## config.mk

```make
export PLATFORM = sky130hd
export DESIGN_NAME = mips_multicycle_control
export DESIGN_NICKNAME = d
export VERILOG_FILES = /design/src/rtl/mips_pkg.sv /design/src/rtl/mips_control_out_decode.sv /design/src/rtl/mips_multicycle_control.sv
export SDC_FILE = /design/constraint.sdc
export NUM_CORES = 1
export LEC_CHECK = 0
export BUFFER_PORTS_ARGS = -buffer_cell sky130_fd_sc_hd__buf_2
export CAP_MARGIN = 20
export CORE_ASPECT_RATIO = 1.1
export CORE_MARGIN = 2
export CORE_UTILIZATION = 56
export CTS_CLUSTER_DIAMETER = 80
export CTS_CLUSTER_SIZE = 28
export DETAILED_ROUTE_END_ITERATION = 10
export PLACE_DENSITY = 0.85
export SKIP_LAST_GASP = 1
export SYNTH_ARGS = -nofsm -noshare
export SYNTH_HDL_FRONTEND = slang
export SYNTH_SLANG_ARGS = --single-unit
```

## constraint.sdc

```tcl
create_clock -name clk -period 3.24 [get_ports clk]
set_input_delay 0.324 -clock clk [delete_from_list [all_inputs] [get_ports clk]]
set_output_delay 0.324 -clock clk [all_outputs]
set_load 0.02 [all_outputs]
```

## src/rtl/mips_pkg.sv

```systemverilog
// Shared encodings for the multicycle MIPS main control: opcodes, FSM state
// codes and the datapath select values driven by the output decoder.
package mips_pkg;

  localparam logic [5:0] OP_RTYPE = 6'b000000;
  localparam logic [5:0] OP_LW    = 6'b100011;
  localparam logic [5:0] OP_SW    = 6'b101011;
  localparam logic [5:0] OP_BEQ   = 6'b000100;
  localparam logic [5:0] OP_ADDI  = 6'b001000;
  localparam logic [5:0] OP_J     = 6'b000010;

  typedef enum logic [3:0] {
    S_FETCH   = 4'd0,
    S_DECODE  = 4'd1,
    S_MEMADR  = 4'd2,
    S_MEMRD   = 4'd3,
    S_MEMWB   = 4'd4,
    S_MEMWR   = 4'd5,
    S_EXECUTE = 4'd6,
    S_ALUWB   = 4'd7,
    S_BRANCH  = 4'd8,
    S_ADDIEX  = 4'd9,
    S_ADDIWB  = 4'd10,
    S_JUMP    = 4'd11,
    S_IDLE    = 4'd15
  } state_e;

  localparam logic [1:0] ALU_ADD   = 2'b00;
  localparam logic [1:0] ALU_SUB   = 2'b01;
  localparam logic [1:0] ALU_FUNCT = 2'b10;

  localparam logic [1:0] SRCB_REGB    = 2'b00;
  localparam logic [1:0] SRCB_FOUR    = 2'b01;
  localparam logic [1:0] SRCB_IMM     = 2'b10;
  localparam logic [1:0] SRCB_IMM_SH2 = 2'b11;

  localparam logic [1:0] PCSRC_ALU    = 2'b00;
  localparam logic [1:0] PCSRC_ALUOUT = 2'b01;
  localparam logic [1:0] PCSRC_JUMP   = 2'b10;

  function automatic logic op_legal(input logic [5:0] op);
    return (op == OP_RTYPE) || (op == OP_LW) || (op == OP_SW) ||
           (op == OP_BEQ) || (op == OP_ADDI) || (op == OP_J);
  endfunction

endpackage

```

## src/rtl/mips_control_out_decode.sv

```systemverilog
// Combinational datapath control decode from the current FSM state; only the
// PC enable, IR load and store completion look at zero / mem_ready.
module mips_control_out_decode
  import mips_pkg::*;
(
  input  logic [3:0] state,
  input  logic       zero,
  input  logic       mem_ready,
  output logic       pc_en,
  output logic       i_or_d,
  output logic       mem_write,
  output logic       ir_write,
  output logic       reg_dst,
  output logic       mem_to_reg,
  output logic       reg_write,
  output logic       alu_src_a,
  output logic [1:0] alu_src_b,
  output logic [1:0] alu_op,
  output logic [1:0] pc_src,
  output logic       instr_done
);

  always_comb begin
    pc_en      = 1'b0;
    i_or_d     = 1'b0;
    mem_write  = 1'b0;
    ir_write   = 1'b0;
    reg_dst    = 1'b0;
    mem_to_reg = 1'b0;
    reg_write  = 1'b0;
    alu_src_a  = 1'b0;
    alu_src_b  = SRCB_REGB;
    alu_op     = ALU_ADD;
    pc_src     = PCSRC_ALU;
    instr_done = 1'b0;
    case (state)
      S_FETCH: begin
        alu_src_b = SRCB_FOUR;
        ir_write  = mem_ready;
        pc_en     = mem_ready;
      end
      S_DECODE: begin
        alu_src_b = SRCB_IMM_SH2;
      end
      S_MEMADR: begin
        alu_src_a = 1'b1;
        alu_src_b = SRCB_IMM;
      end
      S_MEMRD: begin
        i_or_d = 1'b1;
      end
      S_MEMWB: begin
        mem_to_reg = 1'b1;
        reg_write  = 1'b1;
        instr_done = 1'b1;
      end
      // Write strobe stays up across stalls; the store retires when memory acks.
      S_MEMWR: begin
        i_or_d     = 1'b1;
        mem_write  = 1'b1;
        instr_done = mem_ready;
      end
      S_EXECUTE: begin
        alu_src_a = 1'b1;
        alu_op    = ALU_FUNCT;
      end
      S_ALUWB: begin
        reg_dst    = 1'b1;
        reg_write  = 1'b1;
        instr_done = 1'b1;
      end
      S_BRANCH: begin
        alu_src_a  = 1'b1;
        alu_op     = ALU_SUB;
        pc_src     = PCSRC_ALUOUT;
        pc_en      = zero;
        instr_done = 1'b1;
      end
      S_ADDIEX: begin
        alu_src_a = 1'b1;
        alu_src_b = SRCB_IMM;
      end
      S_ADDIWB: begin
        reg_write  = 1'b1;
        instr_done = 1'b1;
      end
      S_JUMP: begin
        pc_src     = PCSRC_JUMP;
        pc_en      = 1'b1;
        instr_done = 1'b1;
      end
      default: begin
      end
    endcase
  end

endmodule

```

## src/rtl/mips_multicycle_control.sv

```systemverilog
// Main control FSM for the multicycle MIPS datapath: state register, opcode
// driven sequencing and the retired-instruction counter.
//
// state   | meaning
// IDLE    | after reset, all controls low, goes to FETCH
// FETCH   | read instruction at PC, PC+4, wait for mem_ready
// DECODE  | read registers, precompute branch target, dispatch on opcode
// MEMADR  | lw/sw effective address
// MEMRD   | load data read, wait for mem_ready
// MEMWB   | load data written to rt
// MEMWR   | store, write held until mem_ready
// EXECUTE | R-type ALU operation
// ALUWB   | R-type result written to rd
// BRANCH  | beq compare, PC <- target when zero
// ADDIEX  | addi ALU operation
// ADDIWB  | addi result written to rt
// JUMP    | PC <- jump target
// 12..14  | unused codes, fall back to FETCH
module mips_multicycle_control
  import mips_pkg::*;
#(
  parameter int CNT_W = 32
) (
  input  logic             clk,
  input  logic             rst_n,
  input  logic [5:0]       opcode,
  input  logic             zero,
  input  logic             mem_ready,
  output logic             pc_en,
  output logic             i_or_d,
  output logic             mem_write,
  output logic             ir_write,
  output logic             reg_dst,
  output logic             mem_to_reg,
  output logic             reg_write,
  output logic             alu_src_a,
  output logic [1:0]       alu_src_b,
  output logic [1:0]       alu_op,
  output logic [1:0]       pc_src,
  output logic             instr_done,
  output logic             illegal_op,
  output logic [3:0]       state,
  output logic [CNT_W-1:0] instr_count
);

  logic [3:0]       state_q, state_d;
  logic [CNT_W-1:0] cnt_q, cnt_d;

  always_ff @(posedge clk or negedge rst_n) begin
    if (!rst_n) begin
      state_q <= S_IDLE;
      cnt_q   <= '0;
    end else begin
      state_q <= state_d;
      cnt_q   <= cnt_d;
    end
  end

  always_comb begin
    state_d = S_FETCH;
    case (state_q)
      S_IDLE:    state_d = S_FETCH;
      S_FETCH:   state_d = mem_ready ? S_DECODE : S_FETCH;
      S_DECODE: begin
        case (opcode)
          OP_LW, OP_SW: state_d = S_MEMADR;
          OP_RTYPE:     state_d = S_EXECUTE;
          OP_BEQ:       state_d = S_BRANCH;
          OP_ADDI:      state_d = S_ADDIEX;
          OP_J:         state_d = S_JUMP;
          default:      state_d = S_FETCH;
        endcase
      end
      S_MEMADR:  state_d = (opcode == OP_SW) ? S_MEMWR : S_MEMRD;
      S_MEMRD:   state_d = mem_ready ? S_MEMWB : S_MEMRD;
      S_MEMWR:   state_d = mem_ready ? S_FETCH : S_MEMWR;
      S_EXECUTE: state_d = S_ALUWB;
      S_ADDIEX:  state_d = S_ADDIWB;
      default:   state_d = S_FETCH;
    endcase
  end

  always_comb begin
    cnt_d = cnt_q;
    if (instr_done) cnt_d = cnt_q + CNT_W'(1);
  end

  mips_control_out_decode u_out_decode (
    .state      (state_q),
    .zero       (zero),
    .mem_ready  (mem_ready),
    .pc_en      (pc_en),
    .i_or_d     (i_or_d),
    .mem_write  (mem_write),
    .ir_write   (ir_write),
    .reg_dst    (reg_dst),
    .mem_to_reg (mem_to_reg),
    .reg_write  (reg_write),
    .alu_src_a  (alu_src_a),
    .alu_src_b  (alu_src_b),
    .alu_op     (alu_op),
    .pc_src     (pc_src),
    .instr_done (instr_done)
  );

  assign illegal_op  = (state_q == S_DECODE) && !op_legal(opcode);
  assign state       = state_q;
  assign instr_count = cnt_q;

endmodule

```

Yosys cells after proc, flatten, opt, wreduce, memory -nomap -nowiden --
Cells that the tools add are included.
Operators by class: $add $sub $neg 1, equality and inequality tests 16, mux-type cells 18, reductions and logical operators 15
Operators with widths (count):
- 32-bit by 1-bit adder with 32-bit output (second input constant) | 1
- 4-bit case mux with 7 select lines | 1
- 4-bit case mux with 5 select lines | 1
- 4-bit by 3-bit == test with 1-bit output (second input constant) | 4
- 4-bit == test (second input constant) | 4
- 6-bit == test (second input constant) | 2
- 3-bit 2-to-1 mux | 3
- 4-bit by 2-bit == test with 1-bit output (second input constant) | 2
- 1-bit 2-to-1 mux | 8
- 2-bit case mux with 2 select lines | 2
- 6-bit by 2-bit == test with 1-bit output (second input constant) | 1
- 6-bit by 3-bit == test with 1-bit output (second input constant) | 1
- 6-bit by 4-bit == test with 1-bit output (second input constant) | 1
- 6-bit logical NOT | 1
- 2-bit case mux with 3 select lines | 1
- 2-bit OR reduction | 3
- 1-bit logical OR | 5
- 5-bit OR reduction | 1
- 4-bit by 1-bit == test with 1-bit output (second input constant) | 1
- 4-bit logical NOT | 1
- 4-bit OR reduction | 1
- 1-bit case mux with 3 select lines | 1
- 3-bit OR reduction | 1
- 1-bit case mux with 2 select lines | 1
- 2 further kinds | 2
Word-level totals: flip-flop bits (word level) 36, input bits 10, output and inout bits 52, word-level logic and storage cells 52

Longest topological paths before layout --
Gate-level depths: netlist of run 1.
depth in word-level cells 8, depth in mapped cells 7, gate-level depth less buffers 5

Cells and area by module --
From an unflattened synthesis of run 1, not the netlist that was laid out.
Second synthesis, totals: cells, all modules 198, area, all modules 1986.9 um^2
Modules (own cells, without submodules):
- mips_multicycle_control | instances 1, cells an instance 166, area an instance 1814.2 um^2, sequential area each 905.9 um^2
- mips_control_out_decode | instances 1, cells an instance 32, area an instance 172.7 um^2, sequential area each 0.0 um^2

Worst setup path after synthesis of run 1 --
OpenSTA, ideal clock, no wires.
path type reg-to-output, start register state_q[2], in the netlist state[2], end output pc_en, data arrival time 1.673 ns, data required time 2.916 ns, path slack 1.243 ns, cell stages (with the launch flop) 6, path buffers 1, path through dfstp_2 > buf_1 > nor2_1 > nand2_1 > nor3_1 > a211o_1
Between the ends: word-level cells in the longest chain between the ends 2, elaborated cells between the ends (all ways) 4, those cells by class eq/ne: 2; mux: 1; reduce/logical: 1
RTL lines:
- from (decl) | RTL line mips_multicycle_control.sv:46 | logic [3:0] state_q, state_d;
- from (signal assigned) | RTL line mips_multicycle_control.sv:54 | state_q <= state_d;
- 4-bit == test or 4-bit logical NOT (tied branches) | RTL line mips_control_out_decode.sv:36 | case (state)
- 1-bit case mux with 3 select lines (*) | RTL line mips_control_out_decode.sv:36
- to (decl) | RTL line mips_multicycle_control.sv:29 | output logic pc_en,
Every way passes the cells marked *; elsewhere a longest branch is shown, timed or not.

Final worst setup path of run 1 --
start register state_q[0], in the netlist state[0], end output instr_done
Between the ends: word-level cells in the longest chain between the ends 3, elaborated cells between the ends (all ways) 8, those cells by class eq/ne: 6; mux: 1; reduce/logical: 1
RTL lines:
- 4-bit by 3-bit == test with 1-bit output or 4-bit == test (tied branches) | RTL line mips_control_out_decode.sv:36
- 5-bit OR reduction (no source line)
- 1-bit case mux with 2 select lines (*) | RTL line mips_control_out_decode.sv:36
- to (decl) | RTL line mips_multicycle_control.sv:40 | output logic instr_done,
Marked as above.

==> out/qor.csv, run 1 <==
metric,value,unit
synth-simple-area-share,33.1,%
wl_per_cell,14.3,um
finalPower,1.40,mW
cp.required,2.92,ns
cts_max_level,2,
hold_viol,0,
cts-root-buf,clkbuf_8,
fill_cells,305,
synth_fa_ha_area_share,0.570,%
p_seq_share,41.7,%
area_growth,18.1,%
rsz0062_at_grt,no,
synth_compound_area_share,6.15,%
status,finished clean,
syn-mean-instance-area,10.0,sq um
mostFrequentLayoutCell,buf_2,
yosys.cell_types.count,45,
setup_slack,0.844,ns
hpwl,3370,um
preCtsSetupSlack,1.17,ns
p_leak,1.02,nW
synth.area.mux_share,0.456,%
end_kind,output port,
via_per_inst,5.74,
hold_path.class,in2async,
cts.path.max_buffers,2,
wl_met2,2340,um
switchingPower,0.517,mW
synth_area,0.00220,sq mm
grt_first_pass_wirelength,7810,um
synth_warnings,0,
cp-start-kind,flop,
stdcell_area,0.00259,sq mm
critPathKind,reg2out,
instances_no_fill,326,
crit_fanout,14,
drt-total-wl,4650,um
track_usage,21.9,%
grt-ovfl-total,0,
synth-seq-cells,36,
placed_area,0.00249,sq mm
synthFlopType,dfrtp_1,
drive_above_1_share,31.5,%
synth_nets,230,
cts.sinks,36,
slew_violations,0,
clkPwrFrac,27.5,%
ys_seq_area_share,41.3,%
synth_cells,219,
fin_util,69.9,%
die_w,63.7,um
fin_tns_setup,0,ns
core,0.00371,sq mm
antenna_found_initial,0,
num_rows,23,
finalHoldWorstSlack,0.112,ns
min_period_over_period,74.0,%
layout_common_cells,"61 x buf_2, 32 x dfrtp_1, 23 x xor2_1, 19 x nand2_1, 17 x nor3_1",
post_cts_resized,0,
fin_crit,2.40,ns
synth_edf_count,0,
postCtsSetupRepairBufs,0,
wl_met1,2030,um
boundaryPins,62,
ir_drop,0.480,mV
fin_skew,0.00731,ns
clk_latency,0.29,ns
antenna_cells,0,
synth_top_family_by_area,simple AND/OR/NAND/NOR gates,
maxCapViolations,0,
p_comb_share,30.7,%
die-area,0.00444,sq mm
p_int,0.881,mW
async_flop_share,100,%
initial_core_util,59.2,%
fp.dieH,69.7,um
cts_inserted_buffers,5,
antenna_left,0,
worst_pin_slew,0.792,ns
slew_headroom,47.2,%
switching_share,37.0,%
placedCellCount,318,
setup_viol,0,
hold_buffers,0,
power_density,539,mW/mm^2
path_clk_slew,0.07,ns
layout.nets,286,
portBuffers,61,
drtPass1Iterations,4,
vias,1871,
clock.fmax,0.417,GHz
drtIter0Drc,99,
grt_max_degree,37,
gp_congestion,0.943,
tritoncts,built,
arrival,2.07,ns
drc_errors,0,
grt_pass1_vias,1745,
synth-xor-area-share,13.6,%
routed.top_layer,met4,
met3_length,194,um
-- worst max-delay path, cell delays in order (launching register included) --
cell and delay, ns:
dfstp_2 0.65, nor2b_1 0.38, o32a_1 0.26, clkinv_1 0.24, buf_2 0.25
-- sequential cells by signal (all words and copies together), names as in the netlist --
| signal | count |
|---|---|
| state | 4 |
| instr_count | 32 |
-- power groups by stage --
stage               clock network, mW  registers, mW  logic (mW)
floorplan                           0          0.589       0.311
global placement                    0          0.587       0.424
detailed placement                  0          0.588       0.432
CTS                             0.391          0.581       0.432
global route                    0.410          0.596       0.462
finish                          0.385          0.583       0.429
-- final cells by class --
type                    instances  area [sq um]  area share [%]
flip-flops and latches         36           906            34.9
well taps                      50          62.6            2.41
clock inverters                 2          35.0            1.35
inverters                       6          22.5           0.868
multi-input cells             164          1180            45.6
clock buffers                   6          72.6            2.80
repair buffers                 62           313            12.1
-- logic make-up after synthesis --
kind of cell	Yosys count
xor+xnor	34
buf+inv	19
simple gates	108
compound gates	20
mux	1
fa+ha+maj	1
flops	36
-- cell usage after synthesis, types with 3 or more instances --
| cell | count | area (sq um) |
|---|---|---|
| a21oi_1 | 3 | 15.0 |
| and3_1 | 6 | 37.5 |
| nand4_1 | 13 | 81.3 |
| nor4_2 | 4 | 50.1 |
| buf_6 | 4 | 45.0 |
| nor2_1 | 12 | 45.0 |
| inv_1 | 5 | 18.8 |
| clkbuf_1 | 4 | 15.0 |
| nand2_1 | 19 | 71.3 |
| nor3_1 | 17 | 85.1 |
| dfrtp_1 | 32 | 801 |
| o21ai_0 | 6 | 30.0 |
| xnor2_1 | 11 | 96.3 |
| nand3_1 | 7 | 35.0 |
| and4_1 | 3 | 26.3 |
| nand2b_1 | 6 | 37.5 |
| dfstp_2 | 4 | 105 |
| nor4_4 | 6 | 128 |
| xor2_1 | 23 | 201 |
-- routing by layer --
layer	up-vias	track usage, %
li1	901	-
met3	10	3.90
met5	-	0
met4	0	10.6
met1	909	27.5
met2	51	36.1
-- worst paths after layout --
kind / from / endpoint / slack, ns / depth (start not counted)
min: rst_n / instr_count[30] / 0.11 / 1
max: state[0] / instr_done / 0.84 / 4
max in group asynchronous: rst_n / instr_count[25] / 2.61 / 1
max reg2reg: state[0] / instr_count[14] / 1.12 / 5
min reg2reg: instr_count[31] / instr_count[31] / 0.48 / 1
min in group clk: opcode[5] / state[0] / 0.37 / 4
Power figures use the tool's default switching activity.
==> run 2: changes to the inputs <==
--- a/config.mk
+++ b/config.mk
@@ -9,11 +9,11 @@
 export CAP_MARGIN = 20
 export CORE_ASPECT_RATIO = 1.1
 export CORE_MARGIN = 2
-export CORE_UTILIZATION = 56
+export CORE_UTILIZATION = 52
 export CTS_CLUSTER_DIAMETER = 80
 export CTS_CLUSTER_SIZE = 28
 export DETAILED_ROUTE_END_ITERATION = 10
-export PLACE_DENSITY = 0.85
+export PLACE_DENSITY = 0.8
 export SKIP_LAST_GASP = 1
 export SYNTH_ARGS = -nofsm -noshare
 export SYNTH_HDL_FRONTEND = slang
==> constraint.sdc (replaced) <==
create_clock -name clk -period 2.3 [get_ports clk]
set_input_delay 0.23 -clock clk [delete_from_list [all_inputs] [get_ports clk]]
set_output_delay 0.23 -clock clk [all_outputs]
set_load 0.02 [all_outputs]
==> run 2 against run 1 <==
Effect of this change:
- non-clock buffer count up 3
- largest cell class unchanged
- setup slack worse by 0.72 ns
- cell area up 1.1%
- clock skew down 0.00063 ns
- sequential share of layout area down 0.38 points
- worst hold slack worse by 0.080 ns
- flip-flop and latch count unchanged
- combinational power up 51%
- core utilization down 4.7 points
- first-iteration DRC count up 16%
- routed wire length up 5.9%
==> out/qor.csv, run 2 (synthesized netlist as in run 1, its figures left out) <==
metric,value,unit
end_kind,output port,
arrival,1.95,ns
initial_core_util,54.6,%
cp.required,2.07,ns
busiest_layer,met2,
p_leak,1.03,nW
layout.nets,289,
power_density,769,mW/mm^2
grt_first_pass_wirelength,8420,um
fin_tns_setup,0,ns
die-area,0.00476,sq mm
worst_pin_slew,0.810,ns
hold_viol,0,
hpwl,3500,um
drt-total-wl,4930,um
area_growth,19.4,%
hold_buffers,0,
wl_per_cell,14.9,um
drtPass1Iterations,5,
boundaryPins,62,
vias,1849,
setup_viol,0,
finalPower,2.02,mW
preCtsSetupSlack,0.276,ns
maxCapViolations,0,
fin_crit,2.18,ns
path_clk_slew,0.07,ns
slew_violations,0,
grt_pass1_vias,1751,
grt-ovfl-total,0,
mostFrequentLayoutCell,buf_2,
min_period_over_period,94.7,%
tritoncts,built,
crit_fanout,13,
antenna_found_initial,0,
fp.dieH,72.2,um
stdcell_area,0.00262,sq mm
drtIter0Drc,115,
cp-start-kind,flop,
via_per_inst,5.59,
setup_slack,0.121,ns
cts_max_level,2,
antenna_cells,0,
hold_path.class,in2async,
antenna_left,0,
core,0.00402,sq mm
num_rows,24,
status,finished clean,
cts-root-buf,clkbuf_8,
cts.path.max_buffers,2,
cts.sinks,36,
largest_reg_flops,32,
met3_usage,5.27,%
die_w,66.0,um
grt_max_degree,37,
drc_errors,0,
layout_common_cells,"61 x buf_2, 32 x dfrtp_1, 23 x xor2_1, 19 x nand2_1, 17 x nor3_1",
critPathKind,reg2out,
cts_inserted_buffers,5,
placed_area,0.00251,sq mm
ir_drop,0.547,mV
slew_headroom,46.0,%
met1_usage,29.9,%
grt.met2_usage,36.7,%
fin_skew,0.00668,ns
rsz0062_at_grt,no,
gp_congestion,0.832,
drive_above_1_share,32.6,%
clock.fmax,0.459,GHz
track_usage,22.7,%
clk_latency,0.29,ns
portBuffers,61,
[run 2: cell count changes in the layout (fill, tap and decap cells not counted), sizes merged]
| cell | previous run | this run |
|---|---|---|
| buf | 62 | 65 |
| clkinvlp | 0 | 1 |
| clkinv | 2 | 1 |
[run 2: metal layers]
layer	vias to the layer above	wire length [um]
met5	-	0
met4	0	71
met3	7	215
met2	47	2480
met1	891	2160
li1	904	-
[run 2: worst paths after layout]
check,start,endpoint,slack (ns),cells after the start
worst max-delay path,state[1],instr_done,0.12,4
worst min-delay path,rst_n,instr_count[20],0.03,1
worst max register to register,state[2],instr_count[28],0.25,5
worst min register to register,instr_count[31],instr_count[31],0.49,1
max in group asynchronous,rst_n,instr_count[1],1.76,1
min in group clk,opcode[1],state[0],0.30,3
[run 2: what timing repair did]
| item | in CTS | in global routing |
|---|---|---|
| setup buffers | 0 | 0 |
| gates resized for setup | 0 | 1 |
| endpoints found under the setup margin | 0 | 1 |
[run 2: worst max-delay path, cell delays in order (launching register included)]
cell,delay [ns]
dfstp_2,0.66
nor2b_1,0.28
o32a_1,0.29
clkinvlp_4,0.22
buf_2,0.21
[run 2: final cells by class]
class	instances	area [sq um]
clock buffer	6	72.6
clock inverter	2	35.0
fill	369	1400
inverter	6	26.3
multi-input combinational	164	1180
sequential	36	906
tap	52	65.1
timing repair buffer	65	335
[run 2: metrics by stage]
step | hold WS (ns) | instances | util, %
2_1_floorplan | -0.0656 | 219 | -
3_3_place_gp | 0.359 | 323 | 62.4
3_5_place_dp | 0.369 | 323 | 62.4
4_1_cts | 0.0541 | 331 | 65.1
5_1_grt | 0.0907 | 331 | 65.2
6_report | 0.0319 | 331 | 65.2
[run 2: power breakdown]
group | internal [mW] | switching [mW] | total (mW)
combinational | 0.246 | 0.403 | 0.648
sequential | 0.698 | 0.121 | 0.819
clock | 0.322 | 0.227 | 0.548
==> run 3: changes to the inputs <==
--- a/config.mk
+++ b/config.mk
@@ -8,12 +8,12 @@
 export BUFFER_PORTS_ARGS = -buffer_cell sky130_fd_sc_hd__buf_2
 export CAP_MARGIN = 20
 export CORE_ASPECT_RATIO = 1.1
-export CORE_MARGIN = 2
+export CORE_MARGIN = 1
 export CORE_UTILIZATION = 52
 export CTS_CLUSTER_DIAMETER = 80
 export CTS_CLUSTER_SIZE = 28
 export DETAILED_ROUTE_END_ITERATION = 10
-export PLACE_DENSITY = 0.8
+export PLACE_DENSITY_LB_ADDON = 0.3
 export SKIP_LAST_GASP = 1
 export SYNTH_ARGS = -nofsm -noshare
 export SYNTH_HDL_FRONTEND = slang
==> run 3 against run 2 <==
Effect of this change:
- worst hold slack worse by 0.0039 ns
- flip-flop and latch count unchanged
- clock skew up 0.00058 ns
==> out/qor.csv, run 3 (synthesized netlist as in run 1, its figures left out) <==
metric,value,unit
core,0.00399,sq mm
worst-r2r-cell-count,5,
stdcell_area,0.00265,sq mm
boundaryPins,62,
maxCapViolations,0,
critPathTopFamily,flip-flops,
hold_viol,0,
fin_skew,0.00726,ns
cts_max_level,2,
cp.required,2.07,ns
hold_buffers,0,
wl_per_cell,14.4,um
gp_congestion,0.833,
ir_drop,0.686,mV
mostFrequentLayoutCell,buf_2,
vias,1839,
worst_pin_slew,0.813,ns
antenna_found_initial,0,
grt_max_degree,37,
worst-r2r-setup-slack,0.29,ns
via_per_inst,5.54,
drive_above_1_share,32.9,%
num_rows,24,
layout.nets,290,
timing.rr.start,instr_count[0],
hpwl,3370,um
grt_pass1_vias,1727,
area_growth,20.5,%
cts-root-buf,clkbuf_8,
layout_common_cells,"61 x buf_2, 32 x dfrtp_1, 23 x xor2_1, 19 x nand2_1, 17 x nor3_1",
cp-start-kind,flop,
cts.sinks,36,
grt_first_pass_wirelength,7940,um
status,finished clean,
die_w,64.0,um
die-area,0.00449,sq mm
setup_viol,0,
cts_inserted_buffers,5,
fin_crit,2.07,ns
grt-ovfl-total,0,
power_density,781,mW/mm^2
placed_area,0.00252,sq mm
min_period_over_period,90.1,%
slew_violations,0,
portBuffers,61,
fin_tns_setup,0,ns
critPathKind,reg2out,
path_clk_slew,0.07,ns
drc_errors,0,
critPathBufInv,2,
slowest_stage,dfstp_2,
rsz0062_at_grt,no,
postCtsSetupRepairBufs,0,
cts.path.max_buffers,2,
largest_reg_flops,32,
antenna_left,0,
r2r_end,instr_count[28],
antenna_cells,0,
slowest_delay,0.63,ns
hold_path.class,in2async,
tritoncts,built,
end_kind,output port,
drtPass1Iterations,4,
fp.dieH,70.2,um
arrival,1.84,ns
post_cts_resized,0,
clock.fmax,0.482,GHz
drt-total-wl,4790,um
crit_fanout,11,
initial_core_util,55.0,%
drtIter0Drc,107,
p_leak,1.05,nW
crit_chain,"nor2b_1, o32a_1, clkinv_1, buf_2",
track_usage,23.1,%
slew_headroom,45.8,%
clk_latency,0.29,ns
run 3: area by class of cell:
| class | count | area [sq um] |
|---|---|---|
| flip-flops and latches | 36 | 906 |
| clock buffers | 7 | 96.3 |
| clock inverters | 1 | 30.0 |
| multi-input cells | 164 | 1180 |
| fillers | 338 | 1350 |
| inverters | 6 | 22.5 |
| well taps | 52 | 65.1 |
| repair buffers | 66 | 343 |
run 3: worst register-to-register path, stage by stage, from the launching register on:
cell     delay (ns)
dfrtp_1        0.44
ha_1           0.22
nand3_2        0.16
or3_1          0.58
nor4_2         0.36
xor2_1         0.18
run 3: through the flow:
| step | utilization [%] | hold WS, ns | std cells | worst slack, ns | total power, mW |
|---|---|---|---|---|---|
| 3_3_place_gp | 63.1 | 0.365 | 324 | 0.428 | 1.46 |
| 4_1_cts | 66.2 | 0.0462 | 332 | 0.205 | 2.08 |
| 3_5_place_dp | 63.1 | 0.374 | 324 | 0.302 | 1.47 |
| 2_1_floorplan | - | -0.0656 | 219 | 0.387 | 1.27 |
| 5_1_grt | 66.2 | 0.0814 | 332 | 0.0483 | 2.18 |
| 6_report | 66.2 | 0.0280 | 332 | 0.227 | 2.07 |
run 3: power by group:
group | switching, mW | internal (mW) | total (mW)
Sequential | 0.101 | 0.698 | 0.799
Clock | 0.229 | 0.382 | 0.611
Combinational | 0.407 | 0.248 | 0.655
run 3: metal layers:
layer | vias to the layer above | global-route usage, % | share of wire [%]
li1 | 908 | - | -
met1 | 871 | 29.2 | 46
met2 | 53 | 36.4 | 48
met3 | 7 | 6.05 | 4.5
met4 | 0 | 11.4 | 1.5
met5 | - | 0 | 0
run 3: worst max-delay path by stage:
stage / from / end / slack [ns] / depth (start not counted)
after floorplan: state[0] / instr_count[18] / 0.39 / 6
after global placement: instr_count[0] / instr_count[28] / 0.43 / 5
after detailed placement: instr_count[0] / instr_count[28] / 0.30 / 5
after CTS: state[1] / instr_done / 0.21 / 4
after global routing: state[0] / instr_done / 0.05 / 4
final: state[1] / instr_done / 0.23 / 4
